<file path="src/rtl/fetch_npc_unit.sv">
// -----------------------------------------------------------------------------
// fetch_npc_unit
//
// Front end of the pipelined MIPS core. Holds the PC, presents it to a
// combinational instruction memory, selects the next PC (sequential, J/JAL,
// JR or taken BEQ) and drives the IF/ID pipeline register. Also keeps two
// wrapping event counters and a sticky JR-misalignment flag.
//
// Ports:
//   clk          core clock, all state updates on the rising edge
//   rst          synchronous, active-high reset (overrides every other input)
//   imem_addr    current PC, address into instruction memory
//   imem_rdata   instruction word at imem_addr (same cycle)
//   stall        hold PC and IF/ID (load-use hazard)
//   redir_valid  a resolved control transfer is presented this cycle
//   s_npc        next-PC select: 00 seq, 01 BEQ, 10 J, 11 JR
//   redir_pc4    PC+4 of the redirecting instruction
//   instr_index  J/JAL 26-bit target field
//   imm16        BEQ 16-bit word offset
//   jr_target    forwarded rs value for JR
//   id_instr     IF/ID instruction register
//   id_pc4       IF/ID PC+4 register
//   id_valid     IF/ID holds a real (non-squashed) instruction
//   pc_misalign  sticky: a taken JR target had nonzero bits [1:0]
//   fetch_count  instructions latched into IF/ID (wraps)
//   flush_count  redirects taken (wraps)
// -----------------------------------------------------------------------------
module fetch_npc_unit #(
   parameter logic [31:0] RESET_PC = 32'h0000_3000,
   parameter logic [31:0] NOP_WORD = 32'h0000_0000
) (
   input  logic        clk,
   input  logic        rst,
   output logic [31:0] imem_addr,
   input  logic [31:0] imem_rdata,
   input  logic        stall,
   input  logic        redir_valid,
   input  logic [1:0]  s_npc,
   input  logic [31:0] redir_pc4,
   input  logic [25:0] instr_index,
   input  logic [15:0] imm16,
   input  logic [31:0] jr_target,
   output logic [31:0] id_instr,
   output logic [31:0] id_pc4,
   output logic        id_valid,
   output logic        pc_misalign,
   output logic [31:0] fetch_count,
   output logic [31:0] flush_count
);

   typedef enum logic [1:0] {
      N_NPC   = 2'b00,
      BEQ_NPC = 2'b01,
      J_NPC   = 2'b10,
      JR_NPC  = 2'b11
   } npc_sel_e;

   logic [31:0] pc;
   logic [31:0] pc_plus4;
   logic [31:0] beq_offset;
   logic [31:0] redir_target;
   logic        redirect;
   logic        jr_misaligned;
   npc_sel_e    sel;

   assign sel       = npc_sel_e'(s_npc);
   assign imem_addr = pc;
   assign pc_plus4  = pc + 32'd4;      // wraps 32'hFFFF_FFFC -> 0

   // Sign-extended word offset, already shifted to a byte offset.
   assign beq_offset = {{14{imm16[15]}}, imm16, 2'b00};

   // A sequential select with redir_valid high is not a control transfer.
   assign redirect      = redir_valid && (sel != N_NPC);
   assign jr_misaligned = redirect && (sel == JR_NPC) && (jr_target[1:0] != 2'b00);

   always_comb begin
      // NOTE: every always_comb output gets a default first so no path can
      // leave it unassigned and infer a latch.
      redir_target = pc_plus4;
      unique case (sel)
         N_NPC:   redir_target = pc_plus4;
         BEQ_NPC: redir_target = redir_pc4 + beq_offset;
         J_NPC:   redir_target = {redir_pc4[31:28], instr_index, 2'b00};
         JR_NPC:  redir_target = {jr_target[31:2], 2'b00};
      endcase
   end

   // Priority: rst > redirect > stall > normal fetch.
   // NOTE: state registers use non-blocking assignments so every register
   // samples the pre-edge values regardless of statement order.
   always_ff @(posedge clk) begin
      if (rst) begin
         pc          <= RESET_PC;
         id_instr    <= NOP_WORD;
         id_pc4      <= 32'd0;
         id_valid    <= 1'b0;
         pc_misalign <= 1'b0;
         fetch_count <= 32'd0;
         flush_count <= 32'd0;
      end else if (redirect) begin
         // The one wrong-path instruction currently at imem_addr is dropped.
         pc          <= redir_target;
         id_instr    <= NOP_WORD;
         id_pc4      <= 32'd0;
         id_valid    <= 1'b0;
         flush_count <= flush_count + 32'd1;
         if (jr_misaligned)
            pc_misalign <= 1'b1;
      end else if (!stall) begin
         pc          <= pc_plus4;
         id_instr    <= imem_rdata;
         id_pc4      <= pc_plus4;
         id_valid    <= 1'b1;
         fetch_count <= fetch_count + 32'd1;
      end
   end

endmodule

</file>
<file path="config.mk">
export PLATFORM = sky130hd
export DESIGN_NAME = fetch_npc_unit
export DESIGN_NICKNAME = d
export VERILOG_FILES = /design/src/rtl/fetch_npc_unit.sv
export SDC_FILE = /design/constraint.sdc
export NUM_CORES = 1
export LEC_CHECK = 0
export CAP_MARGIN = 20
export CORE_AREA = 4 4 180 182
export DETAILED_ROUTE_END_ITERATION = 8
export DIE_AREA = 0 0 184 186
export PLACE_DENSITY = 0.63
export SLEW_MARGIN = 5
export SYNTH_ARGS = -nofsm -noshare
export SYNTH_HDL_FRONTEND = slang
export SYNTH_SLANG_ARGS = --single-unit
export TNS_END_PERCENT = 30
</file>
<file path="constraint.sdc">
create_clock -name clk -period 7.65 [get_ports clk]
set_input_delay 1.1475 -clock clk [delete_from_list [all_inputs] [get_ports clk]]
set_output_delay 1.1475 -clock clk [all_outputs]
set_load 0.02 [all_outputs]
</file>
After elaboration in Yosys (flattened, before gate mapping)

Cells that the tools add are included.

ROM bits: 0
Bits in latches: 0
Word-level logic and storage cells: 29
Flip-flop bits (word level): 162
Memories: 0
Memory bits (writable): 0

Multipliers: 0
Divide/modulo/power cells: 0
Add/sub/neg operators: 4
Equality and inequality tests: 4
Shifts and indexed selects: 0
Multiplexer cells: 3
Bitwise operators: 2
Reductions and logical operators: 9
Magnitude comparators: 0

Operators with widths:

| cell                                                 | count |
|---|---|
| one-hot mux 32 bit (4 select lines)                  | 1 |
| adder 32 x 1 -> 32 bit (second input constant)       | 2 |
| two-way mux 32 bit                                   | 2 |
| adder 32 x 3 -> 32 bit (second input constant)       | 1 |
| adder 32 bit                                         | 1 |
| equality test 2 bit (second input constant)          | 2 |
| AND reduction 2 bit                                  | 2 |
| nonzero test 2 bit                                   | 2 |
| logical AND 1 bit                                    | 3 |
| equality test 2 x 1 -> 1 bit (second input constant) | 1 |
| logical NOT 2 bit                                    | 1 |
| != test 2 x 1 -> 1 bit (second input constant)       | 1 |
| NOT 1 bit                                            | 2 |
| OR reduction 2 bit                                   | 1 |

Depth between registers and ports, before layout

Gate-level depths: netlist (run 1).

Depth after elaboration: 5
Gate-level depth with buffers: 12

Least setup slack after synthesis (run 1)

OpenSTA, ideal clock, no wires.

Kind: input to register
From: input redir_pc4[2]
To: register pc[26] (netlist: imem_addr[26])
Data arrival time: 3,301 ps
Slack: 4,235 ps
Stages: 12
Path buffers: 0
Cell sequence: ha_1 -> inv_1 -> fa_1 -> nor2b_1 -> o31a_1 -> o21ai_0 -> o2bb2ai_1 -> o21ai_2 -> a221o_1 -> xnor2_1 -> o211a_1 -> a2111oi_0

Cells in the longest elaborated chain, start to end: 3

Ends and longest elaborated chain:

| element                             | line | text |
|---|---|---|
| start, declared                     | 39   | `input logic [31:0] redir_pc4,` |
| adder 32 bit                        | 83   | `BEQ_NPC: redir_target = redir_pc4 + beq_offset;` |
| one-hot mux 32 bit (4 select lines) | 81   | `unique case (sel)` |
| two-way mux 32 bit                  | 101  | `end else if (redirect) begin` |
| end signal, assigned                | 103  | `pc <= redir_target;` |
| end signal, assigned                | 111  | `pc <= pc_plus4;` |
| end, declared                       | 58   | `logic [31:0] pc;` |

Every way passes these cells.
A chain may end at the register's enable or synchronous reset.

Final worst setup path (run 1)

From: input s_npc[1]
To: register flush_count[31]

Cells in the longest elaborated chain, start to end: 2

Ends and longest elaborated chain:

| element              | line | text |
|---|---|---|
| start, declared      | 38   | `input logic [1:0] s_npc,` |
| nonzero test 2 bit   | 74   | `assign redirect = redir_valid && (sel != N_NPC);` |
| logical AND 1 bit    | 74   |  |
| end signal, assigned | 107  | `flush_count <= flush_count + 32'd1;` |
| end, declared        | 48   | `output logic [31:0] flush_count` |

Every way passes these cells.

==> results by group, run 1 <==
Clock network
  – Worst skew pair latency: 0.43 ns
  – Post-CTS Hold Buffers: 0
  – CTS tree: done
  – Setup bufs post-CTS: 0
  – Clock root buffer: clkbuf_16
  – CTS Buffer Depth: 2
  – H-tree depth: 4
  – Clock transition at path regs: 0.07 ns
  – Post-CTS sizing: 0
  – Clk sinks: 162
  – CTS buffer count: 17

Power
  – Total Power: 0.00226 W
  – Leakage: 4.80 nW
  – Pwr/cell area: 173 nW/um^2
  – VDD IR max: 0.119 mV

Yosys
  – Commonest cells in the netlist: nor2_1, dfxtp_1, a21oi_1
  – EDFF count, synth: 0
  – Synth area leaders: dfxtp_1, nor2_1, xnor2_1
  – Yosys top cell by area: dfxtp_1
  – Cell area after synthesis: 9090 um^2
  – Seq/Total Area, Yosys: 35.7%
  – Post-Syn Nets: 1302
  – Mean post-synth cell area: 8.08 um^2
  – Unique masters post-synth: 65
  – Cells after Synth: 1125
  – Synth top area share: 35.7%
  – Synth warn: 0
  – Ys flop type: dfxtp_1
  – Post-synth ARST share: 0%
  – Synth Register Bits: 162
  – Cell with the most instances after synthesis: nor2_1

Critical path
  – Crit path arrival time: 4.59 ns
  – Largest delay share family, worst path: buffers and inverters
  – Number of buffers and inverters on the critical path: 3
  – Cell mode on critical path: nor2_1
  – Cells on worst reg2reg path: 10
  – Critical path data required time: 7.93 ns
  – Type of the worst setup path: in -> reg
  – CP max-delay cell: clkdlybuf4s50_1
  – Critical Path End Type: register
  – Setup crit start kind: input pin
  – Crit-path cells: clkdlybuf4s50_1 > buf_4 > o21ai_4 > buf_4 > nor2_1 > nand4_1 > nor2_1 > and2_1 > nand2b_1 > nor3_1 > xnor2_1 > nor2_1
  – Worst stage delay on the critical path: 0.88 ns
  – Crit-path max FO: 27
  – Levels on crit path: 12

STA
  – Fin crit period: 4.32 ns
  – Worst slew pin tran: 1.04 ns
  – RSZ-0062 raised after global routing: false
  – Hold slack: 0.453 ns
  – Max Clk Rate: 232 MHz
  – Setup-failing EPs final: 0
  – Setup TNS: 0 ns
  – Clk_skew: 0.0124 ns
  – Final Hold Fails: 0
  – Pins Over Slew Limit: 0
  – Slew margin rel.: 30.3%
  – Fin crit share: 56.5%

GRT
  – Grt peak-use layer: met2
  – Met2 Track Usage GR: 27.6%
  – Global-route wire length before repair: 46800 um
  – Vias in the first global route: 8531
  – Pin count of the biggest net entering global routing: 101
  – GRT met3 Usage: 4.61%
  – Overflow after GRT: 0
  – Met1 Usage GRT: 22.6%
  – Total GRT Usage: 17.0%
  – Initial antenna violation count: 0

Die
  – # rows: 64
  – Core area: 30600 um^2
  – IO Pins: 306
  – Die ar.: 34200 um^2
  – Initial Utilization: 29.7%
  – Die Wd: 184 um
  – Die height: 186 um

Placed design
  – Detailed Place HPWL: 24100 um
  – PortBufs: 305
  – Post-DP Area: 12500 um^2
  – GP Congestion: 0.862

Detailed routing
  – WL per Instance: 16.9 um
  – Initial drt markers: 438
  – Routed wire length: 30600 um
  – Drt first pass iters: 5
  – Vias per cell: 4.92
  – Final ANT Viol Nets: 0
  – # DRC: 0
  – DR vias: 8905

Cells and area
  – ANT cells: 0
  – Finished Cell Area: 13100 um^2
  – Fill count: 3051
  – Synthesis-to-layout area growth: 43.8%
  – Nets: 1578
  – Layout cells sized above 1: 4.03%

Worst hold path
  – Tightest Hold Check Type: reg -> reg
  – Worst Hold Depth: 2

Run status
  – Status: complete, no violations

Flow run
  – Max-cap violations: 0
[sequential cells by signal, summed over array words and instances, names as in the netlist]
name	flops
imem_addr	32
id_pc4	32
flush_count	32
pc_misalign	1
fetch_count	32
id_valid	1
id_instr	32
[metrics by stage]
step / instances / util (%) / setup WS, ns
finish: 1810 / 42.7 / 3.33
global route: 1810 / 42.7 / 3.04
CTS: 1810 / 42.7 / 3.36
detailed placement: 1778 / 40.8 / 2.90
global placement: 1778 / 40.8 / 2.95
floorplan: 1125 / - / 4.23
[path summary, 6_finish.rpt]
path | to | slack [ns] | start
setup / recovery | flush_count[31] | 3.33 | s_npc[1]
setup reg to reg | imem_addr[28] | 4.58 | imem_addr[2]
hold reg to reg | id_valid | 0.45 | id_valid
hold / removal | id_valid | 0.45 | id_valid
[placed cells by master (no fill, tap or decap), drive strengths merged, types with 9 or more instances in the layout]
cell type      Yosys  routed
xor2              54      54
nor2b             14      14
and2               9       9
nand4             18      18
and4              10      10
inv               26      34
mux2i             42      42
nand3             31      31
nand2             85      85
a21o              17      17
a221oi            14      14
or3               21      21
nor3              16      16
a21oi             89      89
clkbuf            30      18
and3              13      13
xnor2             65      65
ha                32      32
nor2             203     203
o21ai             50      50
nand2b             9       9
clkdlybuf4s50      0     303
dfxtp            162     162
a211oi            15      15
[logic make-up after synthesis]
group / count (synthesis) / share of synthesized area, %
compound gates: 247 / 17.2
flops: 162 / 35.7
mux: 42 / 4.62
simple gates: 443 / 22.9
xor+xnor: 119 / 11.5
fa+ha+maj: 33 / 4.62
buf+inv: 79 / 3.45
[final cells by class]
type | count | area (um^2) | share of cell area [%]
well taps | 396 | 495 | 3.79
repair buffers | 310 | 3090 | 23.6
inverters | 26 | 97.6 | 0.747
multi-input cells | 884 | 5550 | 42.4
clock inverters | 14 | 164 | 1.25
clock buffers | 18 | 439 | 3.36
flip-flops and latches | 162 | 3240 | 24.8
[layer usage]
metal,part of all wire [%],up-vias
li1,-,4505
met1,45,4076
met2,46,291
met3,7.3,33
met4,1.7,0
met5,0,-
[where the power goes]
group	total, W	leakage, nW	internal [W]	switching, W
registers	0.000909	1.32	0.000873	0.0000360
clock network	0.000882	0.293	0.000501	0.000381
logic	0.000469	3.18	0.000227	0.000243
[worst register-to-register path, stage by stage, from the launching register on]
cell and delay [ns]:
dfxtp_1 0.46, ha_1 0.25, nand3_1 0.24, nor4_4 0.52, nand4_1 0.37, nor2_1 0.29
nand3_1 0.18, xor2_1 0.18, nor2_1 0.22, o21ai_0 0.13, o22ai_1 0.17
Note: power is estimated with default switching activity, not from simulation.
==> run 2: changes to the inputs <==
clock period = 4.45 ns   (was 7.65 ns; I/O delays follow)
==> results by group, run 2 (same netlist as run 1, synthesis figures left out) <==
Run status
  – Status: complete, no violations (unchanged)

Cells and area
  – ANT cells: 0 (unchanged)
  – Final Non-Filler Cells: 1816 (was 1810)
  – Commonest non-fill, non-tap cells in the layout: clkdlybuf4s50_1, nor2_1, dfxtp_1, a21oi_1, nand2_1 (unchanged)
  – Finished Cell Area: 13100 um^2 (about the same)
  – Most common cell after layout, fill and taps aside: clkdlybuf4s50_1 (unchanged)
  – Layout cells sized above 1: 4.30% (was 4.03%)
  – Synthesis-to-layout area growth: 44.6% (was 43.8%)
  – Nets: 1584 (was 1578)
  – Fin util: 43.0% (was 42.7%)

Clock network
  – CTS Buffer Depth: 2 (unchanged)
  – H-tree depth: 4 (unchanged)
  – Clk sinks: 162 (unchanged)
  – Post-CTS Hold Buffers: 0 (unchanged)
  – Setup bufs post-CTS: 0 (unchanged)
  – Post-CTS sizing: 0 (unchanged)
  – Clock transition at path regs: 0.06 ns (was 0.07 ns)
  – Worst skew pair latency: 0.43 ns (about the same)
  – CTS tree: done (unchanged)
  – CTS buffer count: 17 (unchanged)
  – Clock root buffer: clkbuf_16 (unchanged)

GRT
  – Vias in the first global route: 8480 (was 8531)
  – Met2 Track Usage GR: 27.5% (was 27.6%)
  – Total GRT Usage: 17.1% (was 17.0%)
  – Grt peak-use layer: met2 (unchanged)
  – Initial antenna violation count: 0 (unchanged)
  – Global-route wire length before repair: 46700 um (was 46800 um)
  – Met1 Usage GRT: 22.4% (was 22.6%)
  – GRT met3 Usage: 5.12% (was 4.61%)
  – Pin count of the biggest net entering global routing: 72 (was 101)
  – Overflow after GRT: 0 (unchanged)

Detailed routing
  – Routed wire length: 30500 um (was 30600 um)
  – DR vias: 8966 (was 8905)
  – # DRC: 0 (unchanged)
  – Final ANT Viol Nets: 0 (unchanged)
  – Drt first pass iters: 5 (unchanged)
  – Initial drt markers: 526 (was 438)
  – Vias per cell: 4.94 (was 4.92)
  – WL per Instance: 16.8 um (was 16.9 um)

STA
  – Setup TNS: 0 ns (unchanged)
  – Clk_skew: 0.0110 ns (was 0.0124 ns)
  – Worst slew pin tran: 0.952 ns (was 1.04 ns)
  – Slew margin rel.: 36.6% (was 30.3%)
  – Fin crit period: 3.53 ns
  – Pins Over Slew Limit: 0 (unchanged)
  – Fin crit share: 79.3%
  – Setup-failing EPs final: 0 (unchanged)
  – Final Hold Fails: 0 (unchanged)
  – RSZ-0062 raised after global routing: false (unchanged)
  – Max Clk Rate: 283 MHz

Placed design
  – Detailed Place HPWL: 24200 um (was 24100 um)
  – GP Congestion: 0.893 (was 0.862)
  – Post-DP Area: 12500 um^2 (about the same)
  – PortBufs: 305 (unchanged)
  – Placed Cells incl. Taps: 1784 (was 1778)

Worst hold path
  – WHS Endpoint: id_valid (unchanged)
  – Worst Hold Depth: 2 (unchanged)
  – Tightest Hold Check Type: reg -> reg (unchanged)
  – HP Start: id_valid (unchanged)

Critical path
  – Setup crit start kind: input pin (unchanged)
  – Crit path arrival time: 3.85 ns (was 4.59 ns)
  – Critical R2R Launch: imem_addr[2] (unchanged)
  – R2R Setup Slk: 1.38 ns (was 4.58 ns)
  – Cells on worst reg2reg path: 10 (unchanged)
  – Type of the worst setup path: in -> reg (unchanged)
  – Critical Path End Type: register (unchanged)
  – Crit-path max FO: 15 (was 27)
  – Critical path data required time: 4.77 ns (was 7.93 ns)
  – R2r endpoint: imem_addr[28] (unchanged)

Flow run
  – Max-cap violations: 0 (unchanged)

Die
  – Die ar.: 34200 um^2 (unchanged)
  – IO Pins: 306 (unchanged)
  – Core area: 30600 um^2 (unchanged)
  – Initial Utilization: 29.7% (unchanged)
  – Die Wd: 184 um (unchanged)
  – Die height: 186 um (unchanged)
  – # rows: 64 (unchanged)

Power
  – Pwr/cell area: 302 nW/um^2 (was 173 nW/um^2)
  – Leakage: 4.82 nW (was 4.80 nW)
  – VDD IR max: 0.204 mV (was 0.119 mV)
-- run 2: cell types whose count changed in the layout (fill, tap and decap cells not counted) --
cell | previous run | this run
buf_4 | 7 | 13
inv_6 | 6 | 1
bufinv_16 | 2 | 4
clkbuf_1 | 0 | 2
clkinvlp_4 | 2 | 4
inv_8 | 2 | 0
clkinv_4 | 1 | 2
-- run 2: power breakdown --
group	leakage (nW)	internal (W)	switching, W	total, W
logic	3.21	0.000392	0.000419	0.000811
registers	1.32	0.00150	0.0000628	0.00156
clock network	0.293	0.000957	0.000631	0.00159
-- run 2: layer usage --
| layer | share of wire [%] | routed length [um] | vias to the layer above |
|---|---|---|---|
| li1 | - | - | 4520 |
| met1 | 44 | 13500 | 4113 |
| met2 | 46 | 14100 | 290 |
| met3 | 7.9 | 2410 | 43 |
| met4 | 1.7 | 519 | 0 |
| met5 | 0 | 0 | - |
-- run 2: how the worst max path moves through the flow --
stage                            start            end  slack, ns  cells past startpoint
final                        imm16[15]  imem_addr[29]       0.92                     11
after global routing         imm16[15]  imem_addr[26]       0.75                     11
after CTS                    imm16[15]  imem_addr[26]       0.99                     11
after detailed placement     imm16[15]  imem_addr[26]       0.55                     11
after global placement       imm16[15]  imem_addr[26]       0.52                     11
after floorplan           redir_pc4[2]  imem_addr[26]       1.51                     12
-- run 2: critical path, stage by stage --
cell and delay [ns]:
clkdlybuf4s50_1 0.76, ha_1 0.59, a21oi_1 0.13, o211ai_1 0.24, o2111a_1 0.23, nor2b_1 0.18
a21oi_1 0.10, a211oi_1 0.42, xnor2_1 0.17, o21ai_0 0.08, o221a_2 0.28
-- run 2: area by class of cell --
class / count / area (um^2)
Multi-Input combinational cell: 884 / 5550
Inverter: 26 / 97.6
Timing Repair Buffer: 316 / 3130
Clock inverter: 12 / 181
Tap cell: 396 / 495
Sequential cell: 162 / 3240
Fill cell: 3057 / 17400
Clock buffer: 20 / 447
-- run 2: per-stage QoR --
stage                     worst slack (ns)  hold slack, ns  power (W)
final                                0.919           0.454    0.00396
after global routing                 0.753           0.488    0.00414
after CTS                            0.991           0.460    0.00400
after detailed placement             0.554           0.451    0.00241
after global placement               0.522           0.442    0.00241
after floorplan                       1.51           0.485    0.00204
